--- src/rtl/dac_sample_monitor.sv ---
// Measures period, min and max code of each waveform cycle on a DAC sample stream,
// using a Schmitt-trigger rising-crossing detector around mid-scale.
//
// state | meaning
// SEEK  | level unknown, waiting for a low sample
// ARMED | low seen, waiting for the first rising crossing
// HI    | measuring, level high
// LO    | measuring, level low; next high sample closes the cycle
`timescale 1ns/1ps
module dac_sample_monitor #(
  parameter int WIDTH   = 10,
  parameter int CNT_W   = 24,
  parameter int MID     = 512,
  parameter int HYST    = 16,
  parameter int TIMEOUT = 1000000
) (
  input  logic             clk,
  input  logic             rst_n,
  input  logic             sample_valid,
  input  logic [WIDTH-1:0] sample,
  output logic             meas_valid,
  output logic [CNT_W-1:0] period,
  output logic [WIDTH-1:0] min_val,
  output logic [WIDTH-1:0] max_val,
  output logic             locked,
  output logic             timeout
);

  localparam logic [WIDTH-1:0] RISE_TH     = WIDTH'(MID + HYST);
  localparam logic [WIDTH-1:0] FALL_TH     = WIDTH'(MID - HYST);
  localparam logic [CNT_W-1:0] TIMEOUT_CNT = CNT_W'(TIMEOUT);

  typedef enum logic [1:0] {SEEK, ARMED, HI, LO} state_t;

  state_t           state;
  logic [CNT_W-1:0] cnt;
  logic [WIDTH-1:0] run_min;
  logic [WIDTH-1:0] run_max;
  logic             is_hi;
  logic             is_lo;
  logic [CNT_W-1:0] cnt_inc;

  assign is_hi   = (sample >= RISE_TH);
  assign is_lo   = (sample <= FALL_TH);
  assign cnt_inc = cnt + CNT_W'(1);

  always_ff @(posedge clk or negedge rst_n) begin
    if (!rst_n) begin
      state      <= SEEK;
      cnt        <= '0;
      run_min    <= '1;
      run_max    <= '0;
      meas_valid <= 1'b0;
      period     <= '0;
      min_val    <= '0;
      max_val    <= '0;
      locked     <= 1'b0;
      timeout    <= 1'b0;
    end else begin
      meas_valid <= 1'b0;
      if (sample_valid) begin
        case (state)
          SEEK: begin
            if (is_lo) state <= ARMED;
          end
          ARMED: begin
            if (is_hi) begin
              state   <= HI;
              locked  <= 1'b1;
              timeout <= 1'b0;
              cnt     <= CNT_W'(1);
              run_min <= sample;
              run_max <= sample;
            end
          end
          HI, LO: begin
            if (state == LO && is_hi) begin
              // Crossing sample closes this cycle and opens the next one.
              state      <= HI;
              meas_valid <= 1'b1;
              period     <= cnt;
              min_val    <= run_min;
              max_val    <= run_max;
              timeout    <= 1'b0;
              cnt        <= CNT_W'(1);
              run_min    <= sample;
              run_max    <= sample;
            end else if (cnt_inc == TIMEOUT_CNT) begin
              state   <= SEEK;
              locked  <= 1'b0;
              timeout <= 1'b1;
              cnt     <= '0;
              run_min <= '1;
              run_max <= '0;
            end else begin
              cnt     <= cnt_inc;
              run_min <= (sample < run_min) ? sample : run_min;
              run_max <= (sample > run_max) ? sample : run_max;
              if (state == HI && is_lo) state <= LO;
            end
          end
          default: state <= SEEK;
        endcase
      end
    end
  end

endmodule

--- config.mk ---
export PLATFORM = sky130hd
export DESIGN_NAME = dac_sample_monitor
export DESIGN_NICKNAME = d
export VERILOG_FILES = /design/src/rtl/dac_sample_monitor.sv
export SDC_FILE = /design/constraint.sdc
export NUM_CORES = 1
export LEC_CHECK = 0
export CAP_MARGIN = 20
export CELL_PAD_IN_SITES_DETAIL_PLACEMENT = 0
export CELL_PAD_IN_SITES_GLOBAL_PLACEMENT = 1
export CORE_ASPECT_RATIO = 0.75
export CORE_MARGIN = 3
export CORE_UTILIZATION = 44
export DETAILED_ROUTE_END_ITERATION = 6
export PLACE_DENSITY_LB_ADDON = 0.1
export SLEW_MARGIN = 20
export SYNTH_ARGS = -nofsm -noshare
export SYNTH_HDL_FRONTEND = slang
export SYNTH_SLANG_ARGS = --single-unit
--- constraint.sdc ---
create_clock -name clk -period 3.5 [get_ports clk]
set_input_delay 1.05 -clock clk [delete_from_list [all_inputs] [get_ports clk]]
set_output_delay 1.05 -clock clk [all_outputs]
set_load 0.02 [all_outputs]
==> results of run 1 <==
==> layout make-up <==
| type | instances | area (um^2) | share of cell area (%) |
|---|---|---|---|
| clock buffer | 13 | 260 | 4.15 |
| clock inverter | 3 | 45.0 | 0.719 |
| inverter | 32 | 120 | 1.92 |
| multi-input combinational | 343 | 2340 | 37.4 |
| sequential | 93 | 2340 | 37.3 |
| tap | 136 | 170 | 2.72 |
| timing repair buffer | 104 | 988 | 15.8 |
==> power by group through the flow <==
stage | Sequential (uW) | Clock (uW) | Combinational [uW]
6_report | 1590 | 1010 | 1460
5_1_grt | 1640 | 1080 | 1610
2_1_floorplan | 1750 | 0 | 678
3_5_place_dp | 1610 | 0 | 1470
4_1_cts | 1590 | 1030 | 1480
3_3_place_gp | 1600 | 0 | 1430
==> registers in the layout (all words and copies together), names as in the netlist <==
name / flops
cnt: 24
period: 24
max_val: 10
min_val: 10
run_max: 10
run_min: 10
state: 2
locked: 1
meas_valid: 1
timeout: 1
==> cells by family (layout without fill, tap and decap cells) <==
group	count (synthesis)	in the layout	share of synthesized area, %
simple gates	168	168	18.2
compound gates	115	115	15.8
flops	93	93	47.4
buf+inv	59	152	5.13
mux	31	31	6.75
fa+ha+maj	20	20	5.07
xor+xnor	9	9	1.60
==> worst max path at each step <==
stage,start,slack (ns),cells past startpoint,to
final,sample[7],0.34,11,run_min[6]
after global routing,sample[7],0.14,11,run_min[1]
after CTS,sample[7],0.33,11,run_min[6]
after detailed placement,sample[7],-0.02,11,run_min[6]
after global placement,sample[6],0.07,12,run_max[6]
after floorplan,sample[8],0.46,7,period[0]
==> worst max-delay path: cells and delay by family <==
kind	cells	cell delay [ns]
AO/OA/AOI/OAI	6	0.96
AND/OR/NAND/NOR	1	0.08
multiplexers	1	0.17
buffers and inverters	2	0.87
adder cells (fa/ha/maj)	1	0.30
==> routing by layer <==
| metal | up-vias | GRT usage (%) | part of all wire [%] |
|---|---|---|---|
| met5 | - | 0 | 0 |
| met4 | 0 | 5.14 | 1.2 |
| met3 | 15 | 5.49 | 6.6 |
| met2 | 139 | 29.1 | 40 |
| met1 | 2014 | 34.3 | 52 |
| li1 | 1964 | - | - |
==> cell usage in the layout (no fill, tap or decap), types with 13 or more instances in the layout <==
cell,n
buf_4,41
inv_1,32
clkdlybuf4s50_1,58
nand2_1,57
ha_1,20
nand3_1,18
o21ai_0,38
nor2_1,28
mux2i_1,13
mux2_2,18
a22o_1,14
dfrtp_1,83
==> metrics by stage <==
step	area (um^2)	instances
after floorplan	4930	495
after global placement	5960	708
after detailed placement	5960	708
after CTS	6270	724
after global routing	6270	724
final	6270	724
==> impl_results.md, run 1 <==
* Hold Path Stages at 2
* Critical Path RT at approximately 3.8 ns
* First-pass GRT wire length at roughly 21000 um
* Vias in the first global route at ~4000
* Seq/Total Area, Yosys at between 40% and 50%
* Flop pwr share at roughly two fifths
* Hold WC Path Type: reg -> reg
* Cell taking the most area after synthesis: dfrtp_1
* Detailed Place HPWL at a little under 10000 um
* FFs w/ async S/R, synth at 100%
* Avg Cell Area, Syn at roughly 10 um^2
* RR Endpoint: run_max[1]
* Routed vias at ~4100
* Fin worst setup slack at about 0.34 ns
* Overall global routing resource usage at 21.6%
* Primary FF master, synth: dfrtp_1
* Fmax at roughly 320 MHz
* Synth-to-layout area growth at 27.1%
* ANT cells at 0
* Net Count, Synth at 528
* Number of I/O pins at 60
* Clk_skew at just over 0.009 ns
* Unrepaired setup endpoints after global routing: false
* Hold_sp: min_val[5]
* Top post-synthesis cells by area: dfrtp_1, dfstp_2, ha_1
* Hold WS at between 0.4 and 0.5 ns
* Clock slew seen by the registers of the worst setup and hold paths at about 0.060 ns
* Worst hold endpoint: min_val[5]
* Critical Path Sink Type: register
* Share of layout cells above drive strength 1 at roughly 17%
* Vias per Instance at 5.71
* Comb pwr share at ~36%
* Minimum clock period at ~3.2 ns
* Arr. time, crit path at roughly 3.4 ns
* Slowest CP cell: clkdlybuf4s50_1
* Period utilisation layout at 90.4%
* Total CTS buffers at 9
* Post-route ant nets at 0
* 1st-iter DRT viols at between 200 and 250
* Sw frac at roughly 33%
* # H-tree levels at 3
* Startpoint Class: input pin
* Clock latency on the worst-skew pair at 0.35 ns
* CTS tree: done
* WL per Instance at around 18 um
* Max_cap viols at 0
* Setup Viol. Count Final at 0
* Starting Density at between 40% and 50%
* Crit path cell chain: clkdlybuf4s50_1 > ha_1 > a211oi_1 > nand2_1 > a31oi_1 > o21ai_0 > a221o_1 > o21ai_0 > a31oi_1 > buf_4 > mux2i_1
* CP Class: in -> reg
* EDFF count, synth at 0
* CP max stage delay at approximately 0.65 ns
* Fill cell count at 945
* R2R Setup Slk at about 0.38 ns
* Final hold violation count at 0
* DIE WIDTH at about 130 um
* Cell Rows at 32
* Clock Tree Root: clkbuf_16
* Global route overflow at 0
* Post-Synthesis Cells at between 400 and 500
* Number of port buffers at 59
* PnR Total Power at ~4000 uW
* Peak VDD IR at about 470 uV
* Clock Path Buffers at 2
* NetSw at between 1000 and 1500 uW
* Die area at 12500 um^2
* Clock power share at around 25%
* Postcts setup bufs at 0
* Routability cong. at 0.901
* Cell Area, Synth at 4930 um^2
* Post-cts gate resize count at 0
* Max-slew headroom at 69.4%
* Area of the core region at 10600 um^2
* Synth warn at 0
* Static Leak at around 0.0028 uW
* Synth top area share at 42.1%
* Final Slew Violations at 0
* CP max FO at 10
* Worst R2R Start: cnt[1]
* Setup TNS at 0 ns
* Post-layout util at between 50 and 60%
* DP Worst Slack at -0.0221 ns
* Outcome: finished, final reports clean
* Number of detailed-route iterations in the first pass at 5
* Worst-margin pin slew at 0.454 ns
* Chip height at just under 100 um
* Depth of the most critical reg-to-reg path at 11
* Int Power at between 2000 and 3000 uW
* CTS sink cnt at 93
* Synth top cells by count: dfrtp_1, nand2_1, o21ai_0, inv_1, nor2_1
* Largest net degree at the start of global routing at 50
* Final #Nets at 616
* P per Cell Area at around 650 nW/um^2
* Count of cell types in the netlist at 60
* Post-route DRC at 0
* Hold Buf Count CTS at 0
* Initial antenna violation count at 0
* FF+latch count, synth at between 90 and 100
* Most common cell in the synthesized netlist: dfrtp_1
* DRT Wirelength at 12900 um
Power figures use the tool's default switching activity.
==> inputs of run 2 (changes only) <==
--- a/config.mk
+++ b/config.mk
@@ -13,7 +13,7 @@
 export CORE_UTILIZATION = 44
 export DETAILED_ROUTE_END_ITERATION = 6
 export PLACE_DENSITY_LB_ADDON = 0.1
-export SLEW_MARGIN = 20
+export SLEW_MARGIN = 40
 export SYNTH_ARGS = -nofsm -noshare
 export SYNTH_HDL_FRONTEND = slang
 export SYNTH_SLANG_ARGS = --single-unit
==> results of run 2 <==
No change in the layout: final DEF, timing and power equal those of run 1.
==> inputs of run 3 (changes only) <==
--- a/config.mk
+++ b/config.mk
@@ -5,13 +5,15 @@
 export SDC_FILE = /design/constraint.sdc
 export NUM_CORES = 1
 export LEC_CHECK = 0
+export ABC_AREA = 1
 export CAP_MARGIN = 20
 export CELL_PAD_IN_SITES_DETAIL_PLACEMENT = 0
 export CELL_PAD_IN_SITES_GLOBAL_PLACEMENT = 1
 export CORE_ASPECT_RATIO = 0.75
 export CORE_MARGIN = 3
-export CORE_UTILIZATION = 44
+export CORE_UTILIZATION = 42
 export DETAILED_ROUTE_END_ITERATION = 6
+export GPL_ROUTABILITY_DRIVEN = 1
 export PLACE_DENSITY_LB_ADDON = 0.1
 export SLEW_MARGIN = 40
 export SYNTH_ARGS = -nofsm -noshare
==> impl_results.md, run 3 <==
* Arr. time, crit path at between 3 and 4 ns
* Setup TNS at 0 ns
* Vias in the first global route at approximately 4200
* Detailed Place HPWL at around 10000 um
* Startpoint Class: input pin
* First-pass GRT wire length at ~22000 um
* Cell taking the most area after synthesis: dfrtp_1
* Final hold violation count at 0
* Max-slew headroom at 53.3%
* Chip height at about 100 um
* Most frequent cells in the layout: nand2_1, inv_1, dfrtp_1
* DIE WIDTH at between 100 and 150 um
* Commonest non-fill, non-tap cell in the layout: nand2_1
* Critical Path RT at roughly 3.7 ns
* Critical Path Sink Type: register
* Worst-margin pin slew at ~0.70 ns
* Minimum clock period at 3.07 ns
* Clock Tree Root: clkbuf_16
* Depth of the most critical reg-to-reg path at 17
* Synth-to-layout area growth at 21.6%
* Largest net degree at the start of global routing at 51
* Crit path to: run_max[9]
* Number of detailed-route iterations in the first pass at 5
* Vias per Instance at roughly 5
* Post-route DRC at 0
* Slowest CP cell: clkdlybuf4s50_1
* Synth warn at 0
* Top post-synthesis cells by area: dfrtp_1, nand2_1, inv_1
* Clk_skew at a little over 0.007 ns
* Count of cell types in the netlist at 33
* Hold Buf Count CTS at 0
* Storage element area at ~2300 um^2
* CP startpoint: sample[5]
* FFs w/ async S/R, synth at 100%
* Period utilisation layout at 87.6%
* Post-Synthesis Cells at between 600 and 700
* CTS sink cnt at 93
* Area of the core region at between 10000 and 15000 um^2
* P per Cell Area at approximately 860 nW/um^2
* Unrepaired setup endpoints after global routing: false
* Routability cong. at a little over 0.8
* Max_cap viols at 0
* Routed vias at between 4000 and 5000
* Starting Density at 43.7%
* Die area at 13600 um^2
* Number of port buffers at roughly 60
* Net Count, Synth at a little under 700
* Worst R2R Start: cnt[1]
* Primary FF master, synth: dfrtp_1
* EDFF count, synth at 0
* WL per Instance at 14.9 um
* CTS tree: done
* Total CTS buffers at 9
* CP max FO at 7
* Post-cts gate resize count at 0
* Synth top area share at about two fifths
* Synth top cells by count: nand2_1, inv_1, dfrtp_1, nand3_1, nor2_1
* Crit path cell chain: clkdlybuf4s50_1 > nor3_1 > nand3_1 > nand2_1 > a21oi_1 > nand2_1 > inv_1 > nand3_1 > buf_4 > nand3_1 > nand2_1
* Post-route ant nets at 0
* DRT Wirelength at between 10000 and 15000 um
* Clock Path Buffers at 2
* Seq/Total Area, Yosys at about 45%
* Cell Rows at 34
* Dpl cells at slightly below 900
* Share of layout cells above drive strength 1 at 8.76%
* Outcome: finished, final reports clean
* Avg Cell Area, Syn at ~7.8 um^2
* Clock slew seen by the registers of the worst setup and hold paths at about 0.070 ns
* # H-tree levels at 3
* FF+latch count, synth at a little over 90
* 1st-iter DRT viols at 314
* Number of I/O pins at 60
* Fmax at between 300 and 400 MHz
* Peak VDD IR at 454 uV
* Final Slew Violations at 0
* Clock latency on the worst-skew pair at 0.34 ns
* CP Class: in -> reg
* Most common cell in the synthesized netlist: nand2_1
* Fill cell count at ~1100
* Overall global routing resource usage at approximately 20%
* RR Endpoint: run_min[3]
* ANT cells at 0
* Setup Viol. Count Final at 0
* CP max stage delay at between 0.6 and 0.7 ns
* Area of the multi-input gates at 2390 um^2
* Non-filler cells in the finished layout at ~900
* Final #Nets at ~760
* Top Registers: cnt x24, period x24
* R2R Setup Slk at around 0.85 ns
* Static Leak at 0.00295 uW
* Initial antenna violation count at 0
* Cell Area, Synth at 5150 um^2
* Global route overflow at 0
* Hold WC Path Type: reg -> reg
* Postcts setup bufs at 0
[run 3: final cells by class]
| type | instances | area share, % |
|---|---|---|
| sequential | 93 | 37.4 |
| clock inverter | 6 | 0.780 |
| clock buffer | 10 | 3.66 |
| tap | 162 | 3.24 |
| inverter | 88 | 5.28 |
| multi-input combinational | 463 | 38.2 |
| timing repair buffer | 71 | 11.4 |
[run 3: cells by family (layout without fill, tap and decap cells)]
family	count (synthesis)	count (layout)	synth area share (%)
simple gates	351	351	29.2
flops	93	93	45.5
fa+ha+maj	20	20	4.86
xor+xnor	4	4	0.681
compound gates	83	83	10.5
mux	5	5	1.09
buf+inv	107	175	8.17
[run 3: worst min-delay path by stage]
stage          cells after the start  slack (ns)        from    endpoint
5_1_grt                            2        0.50  run_min[6]  run_min[6]
3_5_place_dp                       2        0.48  run_min[6]  run_min[6]
6_report                           2        0.49  run_min[6]  run_min[6]
2_1_floorplan                      2        0.46  run_min[1]  run_min[1]
4_1_cts                            2        0.49  run_min[6]  run_min[6]
3_3_place_gp                       1        0.47  period[18]  period[18]
[run 3: per-stage QoR]
step	utilization (%)	hold slack (ns)	worst slack [ns]	area [um^2]	power, uW
after floorplan	-	0.464	0.916	5150	3470
after global placement	50.8	0.471	0.128	5980	4430
after detailed placement	50.8	0.477	0.103	5980	4490
after CTS	53.1	0.489	0.468	6260	5430
after global routing	53.1	0.502	0.251	6260	5800
final	53.1	0.486	0.434	6260	5390
[run 3: worst max-delay path: cells and delay by family]
kind / cells / cell delay [ns]
AOI/OAI and AO/OA: 1 / 0.23
and+or+nand+nor: 7 / 0.85
buffers and inverters: 3 / 1.15
[run 3: routing by layer]
layer | vias to the layer above | track usage (%) | routed length (um)
li1 | 2244 | - | -
met1 | 2131 | 32.7 | 7240
met2 | 124 | 28.4 | 5330
met3 | 6 | 3.79 | 706
met4 | 0 | 4.03 | 72
met5 | - | 0 | 0
[run 3: report_power, final]
| group | switching, uW | internal (uW) | leakage (uW) |
|---|---|---|---|
| Combinational | 1410 | 1090 | 0.00169 |
| Clock | 439 | 487 | 0.000125 |
| Sequential | 360 | 1610 | 0.00114 |
| Total | 2210 | 3180 | 0.00295 |
